File: config.mk
export PLATFORM = sky130hd
export DESIGN_NAME = lc3_control_unit
export DESIGN_NICKNAME = d
export VERILOG_FILES = /design/src/rtl/lc3_ctrl_pkg.sv /design/src/rtl/lc3_control_unit_cc_ben.sv /design/src/rtl/lc3_control_unit.sv
export SDC_FILE = /design/constraint.sdc
export NUM_CORES = 1
export LEC_CHECK = 0
export CAP_MARGIN = 0
export CORE_MARGIN = 2
export CORE_UTILIZATION = 25
export CTS_BUF_LIST = sky130_fd_sc_hd__clkbuf_8 sky130_fd_sc_hd__clkbuf_16
export CTS_CLUSTER_SIZE = 16
export DETAILED_ROUTE_END_ITERATION = 6
export PLACE_DENSITY_LB_ADDON = 0.15
export SYNTH_ARGS = -nofsm -noshare
export SYNTH_HDL_FRONTEND = slang
export SYNTH_SLANG_ARGS = --single-unit
File: constraint.sdc
create_clock -name CLK -period 5.5 [get_ports CLK]
set_input_delay 0.825 -clock CLK [delete_from_list [all_inputs] [get_ports CLK]]
set_output_delay 0.825 -clock CLK [all_outputs]
set_load 0.02 [all_outputs]
File: src/rtl/lc3_ctrl_pkg.sv
// rtl/lc3_ctrl_pkg.sv - LC-3 control state codes, opcodes, mux encodings and state decode
package lc3_ctrl_pkg;

    typedef enum logic [5:0] {
        S0  = 6'd0,  S1  = 6'd1,  S2  = 6'd2,  S3  = 6'd3,  S4  = 6'd4,
        S5  = 6'd5,  S6  = 6'd6,  S7  = 6'd7,  S9  = 6'd9,  S10 = 6'd10,
        S11 = 6'd11, S12 = 6'd12, S14 = 6'd14, S15 = 6'd15, S16 = 6'd16,
        S18 = 6'd18, S20 = 6'd20, S21 = 6'd21, S22 = 6'd22, S23 = 6'd23,
        S24 = 6'd24, S25 = 6'd25, S26 = 6'd26, S27 = 6'd27, S28 = 6'd28,
        S29 = 6'd29, S30 = 6'd30, S31 = 6'd31, S32 = 6'd32, S33 = 6'd33,
        S35 = 6'd35, S47 = 6'd47
    } state_t;

    localparam logic [3:0] OP_BR  = 4'd0,  OP_ADD = 4'd1,  OP_LD   = 4'd2,  OP_ST  = 4'd3;
    localparam logic [3:0] OP_JSR = 4'd4,  OP_AND = 4'd5,  OP_LDR  = 4'd6,  OP_STR = 4'd7;
    localparam logic [3:0] OP_RTI = 4'd8,  OP_NOT = 4'd9,  OP_LDI  = 4'd10, OP_STI = 4'd11;
    localparam logic [3:0] OP_JMP = 4'd12, OP_RSV = 4'd13, OP_LEA  = 4'd14, OP_TRAP = 4'd15;

    localparam logic       MARMUX_ZEXT  = 1'b0, MARMUX_ADDER = 1'b1;
    localparam logic       ADDR1_PC     = 1'b0, ADDR1_SR1    = 1'b1;
    localparam logic [1:0] ADDR2_ZERO   = 2'd0, ADDR2_OFF6   = 2'd1, ADDR2_OFF9 = 2'd2, ADDR2_OFF11 = 2'd3;
    localparam logic [1:0] PCMUX_INC    = 2'd0, PCMUX_BUS    = 2'd1, PCMUX_ADDER = 2'd2;
    localparam logic [1:0] SR1_IR11_9   = 2'd0, SR1_IR8_6    = 2'd1, SR1_R6 = 2'd2;
    localparam logic [1:0] DR_IR11_9    = 2'd0, DR_R7        = 2'd1, DR_R6  = 2'd2;
    localparam logic [1:0] ALUK_ADD     = 2'd0, ALUK_AND     = 2'd1, ALUK_NOT = 2'd2, ALUK_PASSA = 2'd3;

    typedef struct packed {
        logic       ld_mar;
        logic       ld_mdr;
        logic       ld_ir;
        logic       ld_pc;
        logic       ld_reg;
        logic       ld_cc;
        logic       ld_ben;
        logic       gate_marmux;
        logic       gate_mdr;
        logic       gate_alu;
        logic       gate_pc;
        logic       marmux;
        logic       addr1;
        logic [1:0] addr2;
        logic [1:0] pcmux;
        logic [1:0] sr1mux;
        logic [1:0] drmux;
        logic       cs;
        logic       we;
        logic [1:0] aluk;
    } ctrl_t;

    function automatic state_t dispatch(input logic [3:0] op);
        case (op)
            OP_BR:   return S0;
            OP_ADD:  return S1;
            OP_LD:   return S2;
            OP_ST:   return S3;
            OP_JSR:  return S4;
            OP_AND:  return S5;
            OP_LDR:  return S6;
            OP_STR:  return S7;
            OP_NOT:  return S9;
            OP_LDI:  return S10;
            OP_STI:  return S11;
            OP_JMP:  return S12;
            OP_LEA:  return S14;
            OP_TRAP: return S15;
            OP_RTI, OP_RSV: return S18;
            default: return S18;
        endcase
    endfunction

    // Every field not set for a state stays 0, which is also the reset value.
    function automatic ctrl_t decode(input state_t s);
        ctrl_t c;
        c = '0;
        case (s)
            S18: begin c.gate_pc = 1'b1; c.ld_mar = 1'b1; c.ld_pc = 1'b1; c.pcmux = PCMUX_INC; end
            S33, S25, S24, S29, S28: begin c.cs = 1'b1; c.ld_mdr = 1'b1; end
            S35: begin c.gate_mdr = 1'b1; c.ld_ir = 1'b1; end
            S32: c.ld_ben = 1'b1;
            S1, S5, S9: begin
                c.gate_alu = 1'b1; c.ld_reg = 1'b1; c.ld_cc = 1'b1;
                c.sr1mux = SR1_IR8_6; c.drmux = DR_IR11_9;
                c.aluk = (s == S1) ? ALUK_ADD : (s == S5) ? ALUK_AND : ALUK_NOT;
            end
            S22: begin c.ld_pc = 1'b1; c.pcmux = PCMUX_ADDER; c.addr1 = ADDR1_PC; c.addr2 = ADDR2_OFF9; end
            S2, S3, S10, S11: begin
                c.gate_marmux = 1'b1; c.marmux = MARMUX_ADDER; c.ld_mar = 1'b1;
                c.addr1 = ADDR1_PC; c.addr2 = ADDR2_OFF9;
            end
            S6, S7: begin
                c.gate_marmux = 1'b1; c.marmux = MARMUX_ADDER; c.ld_mar = 1'b1;
                c.addr1 = ADDR1_SR1; c.addr2 = ADDR2_OFF6; c.sr1mux = SR1_IR8_6;
            end
            S27: begin c.gate_mdr = 1'b1; c.ld_reg = 1'b1; c.ld_cc = 1'b1; c.drmux = DR_IR11_9; end
            S26, S31: begin c.gate_mdr = 1'b1; c.ld_mar = 1'b1; end
            S23: begin
                c.gate_alu = 1'b1; c.aluk = ALUK_PASSA; c.sr1mux = SR1_IR11_9;
                c.ld_mdr = 1'b1; c.cs = 1'b0;
            end
            S16: begin c.cs = 1'b1; c.we = 1'b1; end
            S14: begin
                c.gate_marmux = 1'b1; c.marmux = MARMUX_ADDER; c.addr1 = ADDR1_PC; c.addr2 = ADDR2_OFF9;
                c.ld_reg = 1'b1; c.ld_cc = 1'b1; c.drmux = DR_IR11_9;
            end
            S4, S15: begin c.gate_pc = 1'b1; c.ld_reg = 1'b1; c.drmux = DR_R7; end
            S21: begin c.ld_pc = 1'b1; c.pcmux = PCMUX_ADDER; c.addr1 = ADDR1_PC; c.addr2 = ADDR2_OFF11; end
            S20, S12: begin
                c.ld_pc = 1'b1; c.pcmux = PCMUX_ADDER; c.addr1 = ADDR1_SR1;
                c.addr2 = ADDR2_ZERO; c.sr1mux = SR1_IR8_6;
            end
            S47: begin c.gate_marmux = 1'b1; c.marmux = MARMUX_ZEXT; c.ld_mar = 1'b1; end
            S30: begin c.gate_mdr = 1'b1; c.ld_pc = 1'b1; c.pcmux = PCMUX_BUS; end
            default: c = '0;
        endcase
        return c;
    endfunction

endpackage

File: src/rtl/lc3_control_unit_cc_ben.sv
// rtl/lc3_control_unit_cc_ben.sv - N/Z/P condition codes and branch-enable register
module lc3_cc_ben (
    input  logic        i_clk,
    input  logic        i_rst_n,
    input  logic [15:0] i_bus,
    input  logic [2:0]  i_ir_nzp,
    input  logic        i_ld_cc,
    input  logic        i_ld_ben,
    output logic        o_n,
    output logic        o_z,
    output logic        o_p,
    output logic        o_ben
);
    logic r_n, r_z, r_p, r_ben;
    logic w_zero;

    assign w_zero = (i_bus == 16'h0000);

    // BEN samples the codes as registered before this edge, not the ones loaded on it.
    always_ff @(posedge i_clk) begin
        if (!i_rst_n) begin
            r_n   <= 1'b0;
            r_z   <= 1'b1;
            r_p   <= 1'b0;
            r_ben <= 1'b0;
        end else begin
            if (i_ld_cc) begin
                r_n <= i_bus[15];
                r_z <= w_zero;
                r_p <= !i_bus[15] && !w_zero;
            end
            if (i_ld_ben)
                r_ben <= |(i_ir_nzp & {r_n, r_z, r_p});
        end
    end

    assign o_n   = r_n;
    assign o_z   = r_z;
    assign o_p   = r_p;
    assign o_ben = r_ben;
endmodule

File: src/rtl/lc3_control_unit.sv
// rtl/lc3_control_unit.sv - LC-3 microsequencer with registered Moore control outputs
module lc3_control_unit
    import lc3_ctrl_pkg::*;
(
    input  logic        CLK,
    input  logic        RST,
    input  logic [15:0] BUS,
    input  logic [15:0] IR,
    input  logic        READY,
    output logic        LD_MAR,
    output logic        LD_MDR,
    output logic        LD_IR,
    output logic        LD_PC,
    output logic        LD_REG,
    output logic        LD_CC,
    output logic        LD_BEN,
    output logic        GateMARMUX,
    output logic        GateMDR,
    output logic        GateALU,
    output logic        GatePC,
    output logic        MARMUXsel,
    output logic        ADDR1MUXsel,
    output logic [1:0]  ADDR2MUXsel,
    output logic [1:0]  PCMUXsel,
    output logic [1:0]  SR1MUXsel,
    output logic [1:0]  DRMUXsel,
    output logic        CS,
    output logic        WE,
    output logic [1:0]  ALUK,
    output logic        N,
    output logic        Z,
    output logic        P,
    output logic        BEN
);
    state_t r_state, w_next;
    ctrl_t  r_ctrl, w_ctrl;
    logic   w_ben;

    always_comb begin
        w_next = S18;
        case (r_state)
            S18: w_next = S33;
            S33: w_next = READY ? S35 : S33;
            S35: w_next = S32;
            S32: w_next = dispatch(IR[15:12]);
            S0:  w_next = w_ben ? S22 : S18;
            S2, S6: w_next = S25;
            S25: w_next = READY ? S27 : S25;
            S10: w_next = S24;
            S24: w_next = READY ? S26 : S24;
            S26: w_next = S25;
            S3, S7: w_next = S23;
            S23: w_next = S16;
            S16: w_next = READY ? S18 : S16;
            S11: w_next = S29;
            S29: w_next = READY ? S31 : S29;
            S31: w_next = S23;
            S4:  w_next = IR[11] ? S21 : S20;
            S15: w_next = S47;
            S47: w_next = S28;
            S28: w_next = READY ? S30 : S28;
            default: w_next = S18;
        endcase
    end

    // Outputs are registered as the decode of the state being entered, so they line up with r_state.
    always_ff @(posedge CLK) begin
        if (!RST) begin
            r_state <= S18;
            r_ctrl  <= decode(S18);
        end else begin
            r_state <= w_next;
            r_ctrl  <= decode(w_next);
        end
    end

    assign w_ctrl = RST ? r_ctrl : '0;

    lc3_cc_ben u_cc_ben (
        .i_clk    (CLK),
        .i_rst_n  (RST),
        .i_bus    (BUS),
        .i_ir_nzp (IR[11:9]),
        .i_ld_cc  (w_ctrl.ld_cc),
        .i_ld_ben (w_ctrl.ld_ben),
        .o_n      (N),
        .o_z      (Z),
        .o_p      (P),
        .o_ben    (w_ben)
    );

    assign BEN         = w_ben;
    assign LD_MAR      = w_ctrl.ld_mar;
    assign LD_MDR      = w_ctrl.ld_mdr;
    assign LD_IR       = w_ctrl.ld_ir;
    assign LD_PC       = w_ctrl.ld_pc;
    assign LD_REG      = w_ctrl.ld_reg;
    assign LD_CC       = w_ctrl.ld_cc;
    assign LD_BEN      = w_ctrl.ld_ben;
    assign GateMARMUX  = w_ctrl.gate_marmux;
    assign GateMDR     = w_ctrl.gate_mdr;
    assign GateALU     = w_ctrl.gate_alu;
    assign GatePC      = w_ctrl.gate_pc;
    assign MARMUXsel   = w_ctrl.marmux;
    assign ADDR1MUXsel = w_ctrl.addr1;
    assign ADDR2MUXsel = w_ctrl.addr2;
    assign PCMUXsel    = w_ctrl.pcmux;
    assign SR1MUXsel   = w_ctrl.sr1mux;
    assign DRMUXsel    = w_ctrl.drmux;
    assign CS          = w_ctrl.cs;
    assign WE          = w_ctrl.we;
    assign ALUK        = w_ctrl.aluk;
endmodule

# Word-level counts from Yosys, hierarchy flattened

Memories as Yosys holds them, arrays and structs flattened.
Cells that the tools add are included.

Output and inout bits: 29
Bits in read-only memories: 80
Flip-flop bits (word level): 35
Input port bits: 35
Word-level logic and storage cells: 136
Memories: 1

Bitwise logic cells: 1
Multiplexer cells: 31
Eq/ne operators: 52
Reductions and logical operators: 26

Memories:

| name            | depth | width | rd ports | clocked after Yosys merged registers in | write ports | line               | text |
|---|---|---|---|---|---|---|---|
| (no name shown) | 16    | 5     | 1        | 0                                       | 0           | lc3_ctrl_pkg.sv:51 | `case (op)` |

Operators with widths:

| operator                                      | count |
|---|---|
| == test 6 x 5 -> 1 bit, second input constant | 23 |
| one-hot mux 6 bit (18 select lines)           | 1 |
| == test 6 x 4 -> 1 bit, second input constant | 9 |
| == test 6 bit, second input constant          | 8 |
| == test 6 x 3 -> 1 bit, second input constant | 7 |
| 2-to-1 mux 25 bit                             | 1 |
| == test 6 x 2 -> 1 bit, second input constant | 4 |
| OR reduction 6 bit                            | 4 |
| OR reduction 7 bit                            | 3 |
| 2-to-1 mux 1 bit                              | 17 |
| zero test 16 bit                              | 1 |
| 2-to-1 mux 2 bit                              | 8 |
| OR reduction 3 bit                            | 5 |
| one-hot mux 3 bit (4 select lines)            | 1 |
| OR reduction 10 bit                           | 1 |
| OR reduction 5 bit                            | 2 |
| one-hot mux 2 bit (2 select lines)            | 2 |
| OR reduction 4 bit                            | 2 |
| OR reduction 8 bit                            | 1 |
| == test 6 x 1 -> 1 bit, second input constant | 1 |
| zero test 6 bit                               | 1 |
| OR reduction 2 bit                            | 3 |
| bitwise AND 3 bit                             | 1 |
| 2-to-1 mux 3 bit                              | 1 |
| 2 further kinds                               | 3 |

# Longest topological paths before layout

Depth after elaboration: 7
Mapped depth: 10
Depth with buffers taken out: 7

# By module

A second synthesis with hierarchy kept.

Cells, all modules: 251
Area total of the unflattened synthesis: 2040.7 um^2

By module, submodules not included:

| module           | sequential area each (um^2) | area each (um^2) | cells each | times used |
|---|---|---|---|---|
| lc3_control_unit | 580.6                       | 1841.8           | 231        | 1 |
| lc3_cc_ben       | 80.1                        | 198.9            | 20         | 1 |

# Worst setup path after synthesis

Ideal clock, no wire load.

Path kind: input -> register
From: input IR[13]
To: register r_ctrl[24] (netlist name)
Library setup time: 0.134 ns
Data required time: 5.366 ns
Setup slack: 3.051 ns
Buffers on the path: 1
Arrival: 2.315 ns
Cell stages on the path: 7
Cells stage by stage: inv_1 > a311oi_4 > or4_1 > buf_6 > nand2_4 > o22ai_1 > or4_1

Longest elaborated chain between the ends: 5
Elaborated cells on any way between the ends: 14
Those cells by class: eq/ne: 10; mux: 2; reduce/logical: 1; memory: 1

Ends and longest elaborated chain:

| element                                     | line                   | text |
|---|---|---|
| from (decl)                                 | lc3_control_unit.sv:8  | `input logic [15:0] IR,` |
| memory (16 x 5 bit) (*)                     | n/a                    |  |
| one-hot mux 6 bit (18 select lines) (*)     | lc3_control_unit.sv:41 | `case (r_state)` |
| == test 6 bit, or another cell as far along | lc3_ctrl_pkg.sv:75     | `case (s)` |
| OR reduction 10 bit (no line) (*)           | n/a                    |  |
| 2-to-1 mux 1 bit (*)                        | lc3_ctrl_pkg.sv:75     |  |
| to (signal assigned)                        | lc3_control_unit.sv:70 | `r_ctrl <= decode(S18);` |
| to (signal assigned)                        | lc3_control_unit.sv:73 | `r_ctrl <= decode(w_next);` |
| to (decl)                                   | lc3_control_unit.sv:36 | `ctrl_t r_ctrl, w_ctrl;` |

Every way passes the cells marked *; elsewhere a longest branch is shown, timed or not.
A chain may end at the register's enable or synchronous reset.

# Worst setup path after layout

From: input RST
To: output LD_MAR

Longest elaborated chain between the ends: 1

Ends and longest elaborated chain:

| element           | line                   | text |
|---|---|---|
| from (decl)       | lc3_control_unit.sv:6  | `input logic RST,` |
| 2-to-1 mux 25 bit | lc3_control_unit.sv:77 | `assign w_ctrl = RST ? r_ctrl : '0;` |
| to (decl)         | lc3_control_unit.sv:10 | `output logic LD_MAR,` |

No other way between the ends.

==> impl_metrics.env <==
export IMPL_syn_mean_instance_area_um2=8.30
export IMPL_period_share_pct=65.2
export IMPL_tightestPinTransition_ns=0.763
export IMPL_worstPathMaxFanout=15
export IMPL_critPathKind="input port to primary output"
export IMPL_p_leak_nw=0.998
export IMPL_grt_ovfl_total=0
export IMPL_synth_xor_area_share_pct=1.65
export IMPL_cts_resized=0
export IMPL_viasPerCell=4.98
export IMPL_max_stage_delay_ns=0.91
export IMPL_grt_pass1_vias=1858
export IMPL_crit_slowest_cell="clkdlybuf4s50_1"
export IMPL_peakVddDrop_mv=0.130
export IMPL_dp_hpwl_mm=4.27
export IMPL_synth_area_leader_cell="dfxtp_1"
export IMPL_routabilityCongestion=0.855
export IMPL_seq_power_share_pct=29.7
export IMPL_max_cap_viol_count=0
export IMPL_postCtsSetupRepairBufs=0
export IMPL_grt_pass1_wl_mm=9.29
export IMPL_antenna_found_initial=0
export IMPL_synthFlopType="dfxtp_1"
export IMPL_fin_util_pct=33.6
export IMPL_synthCells=256
export IMPL_cts_clk_slew_worst_paths_ns=0.06
export IMPL_synth_compound_area_share_pct=23.9
export IMPL_hold_viol_final=0
export IMPL_num_rows=33
export IMPL_cts_max_level=2
export IMPL_cp_cell_sequence="clkdlybuf4s50_1 > buf_4 > and2_1 > clkdlybuf4s50_1"
export IMPL_required_ns=4.68
export IMPL_dieArea_mm2=0.00925
export IMPL_syn_area_mm2=0.00212
export IMPL_grt_start_max_net_pins=26
export IMPL_finalClockSkew_ns=0.00551
export IMPL_ys_types=61
export IMPL_synth_seq_cells=33
export IMPL_start_kind="input port"
export IMPL_nets=333
export IMPL_vias=2011
export IMPL_synth_area_mux_share_pct=0.471
export IMPL_cts_max_path_buffers=2
export IMPL_drt_initial_drc_count=127
export IMPL_fmax_ghz=0.279
export IMPL_cts_sinks=33
export IMPL_start_util_pct=25.9
export IMPL_antenna_cells=0
export IMPL_tns_ns=0
export IMPL_synth_warnings=0
export IMPL_synthAdderAreaFrac_pct=0
export IMPL_ctsHoldBuffers=0
export IMPL_p_int_uw=744
export IMPL_drt_wl_total_mm=5.74
export IMPL_ys_async_sr_fraction_pct=0
export IMPL_die_height_um=96.2
export IMPL_ios=64
export IMPL_power_switching_uw=593
export IMPL_rsz0062_at_grt="false"
export IMPL_synth_edf_count=0
export IMPL_die_w_um=96.2
export IMPL_synthSimpleGateAreaFrac_pct=33.9
export IMPL_setup_viol=0
export IMPL_cts_made_buffers=5
export IMPL_maxSlewHeadroom_pct=49.0
export IMPL_synth_top_area_share_pct=31.1
export IMPL_track_usage_pct=13.0
export IMPL_finalPower_mw=1.34
export IMPL_drv_slew=0
export IMPL_cts_tree="done"
export IMPL_drive_above_1_share_pct=9.03
export IMPL_outcome="finished clean"
export IMPL_route_detailed_drc=0
export IMPL_synth_area_leaders="dfxtp_1 (31%), and2_1 (7.4%), buf_6 (3.7%)"
export IMPL_coreArea_mm2=0.00822
export IMPL_end_kind="primary output"
export IMPL_syn_to_final_growth_pct=29.8
export IMPL_drt_pass1_iter_count=4
export IMPL_switching_share_pct=44.3
export IMPL_wl_per_cell_um=14.2
export IMPL_synth_seq_area_share_pct=31.1
export IMPL_hp_class="flip-flop to flip-flop"
export IMPL_crit_path_frequent_cell="clkdlybuf4s50_1"
export IMPL_p_comb_share_pct=52.9
export IMPL_clockPowerShare_pct=17.3
export IMPL_fin_crit_ns=3.59
export IMPL_synth_top_family_by_area="simple AND/OR/NAND/NOR gates"
export IMPL_power_density_mw_per_mm2=485
export IMPL_ant_nets=0
export IMPL_root_buffer="clkbuf_8"
export IMPL_port_buffers=52
export IMPL_clock_latency_ns=0.28
export IMPL_worstPathArrival_ns=2.76
-- cell usage in the layout (no fill, tap or decap), types with 3 or more instances in the layout --
cell type	synthesis	layout
and3_1	5	5
clkbuf_8	0	6
a21o_1	3	3
dfxtp_1	33	33
a21oi_1	6	6
inv_1	6	7
o21ai_0	11	11
nand3_1	10	10
nand2_1	16	16
nand2_4	3	3
o31ai_1	4	4
xnor2_1	3	3
a211oi_2	3	3
nor3_1	10	10
o21ai_1	3	3
and2_1	25	25
o22ai_1	5	5
o21a_1	6	6
a31oi_1	3	3
nor2_1	17	17
nor2b_1	3	3
nand2b_1	5	5
clkdlybuf4s50_1	0	52
nor4_1	8	8
buf_4	7	3
-- power by group through the flow --
stage                     logic (mW)  clock network, mW  registers, mW
after floorplan                0.624                  0          0.335
after global placement         0.710                  0          0.405
after detailed placement       0.702                  0          0.401
after CTS                      0.706              0.239          0.396
after global routing           0.789              0.248          0.412
final                          0.708              0.232          0.397
-- metal layers --
layer  wire [um]  GRT usage, %
met2        2540          19.8
met5           0             0
met1        2780          18.3
met3         344          3.29
met4          67          2.74
-- cells in the mapped netlist (all sizes together), types with 6 or more instances --
cell type  number
inv             6
a21oi           6
nor3           10
nor2           18
and2           25
nand2          19
o21ai          15
buf            17
o21a            6
dfxtp          33
nand3          10
nor4            9
-- layout make-up --
cell class / count / area [um2]
inverters: 7 / 26.3
flip-flops and latches: 33 / 661
clock inverters: 2 / 33.8
repair buffers: 55 / 543
clock buffers: 6 / 82.6
well taps: 105 / 131
multi-input cells: 196 / 1280
fillers: 850 / 5460
-- final timing paths --
path,startpoint,cells after the start,endpoint,slack [ns]
worst max-delay path,RST,4,LD_MAR,1.91
worst min-delay path,r_ctrl[18],1,u_cc_ben.o_ben,0.48
worst max register to register,r_state[0],7,r_ctrl[24],2.58
worst min register to register,r_ctrl[18],1,u_cc_ben.o_ben,0.48
-- worst max-delay path: cells and delay by family --
kind                   cells  cell delay (ns)
buffers and inverters      3             1.79
and+or+nand+nor            1             0.14
-- metrics by stage --
step           setup slack (ns)  hold slack (ns)  cells  area [um2]
3_3_place_gp               1.90            0.433    396        2640
2_1_floorplan              3.05            0.429    257        2130
3_5_place_dp               1.90            0.460    396        2640
4_1_cts                    1.90            0.481    404        2760
6_report                   1.91            0.476    404        2760
5_1_grt                    1.81            0.494    404        2760
-- kinds of logic after synthesis --
| family | after synthesis |
|---|---|
| other | 1 |
| buffers and inverters | 28 |
| AND/OR/NAND/NOR | 122 |
| flip-flops | 33 |
| XOR/XNOR | 4 |
| multiplexers | 1 |
| AO/OA/AOI/OAI | 67 |
-- sequential cells by signal, indices dropped and copies added, names as in the netlist --
name	flops
r_state	6
u_cc_ben.o_z	1
u_cc_ben.o_n	1
r_ctrl	23
u_cc_ben.o_p	1
u_cc_ben.o_ben	1
Power figures use the tool's default switching activity.
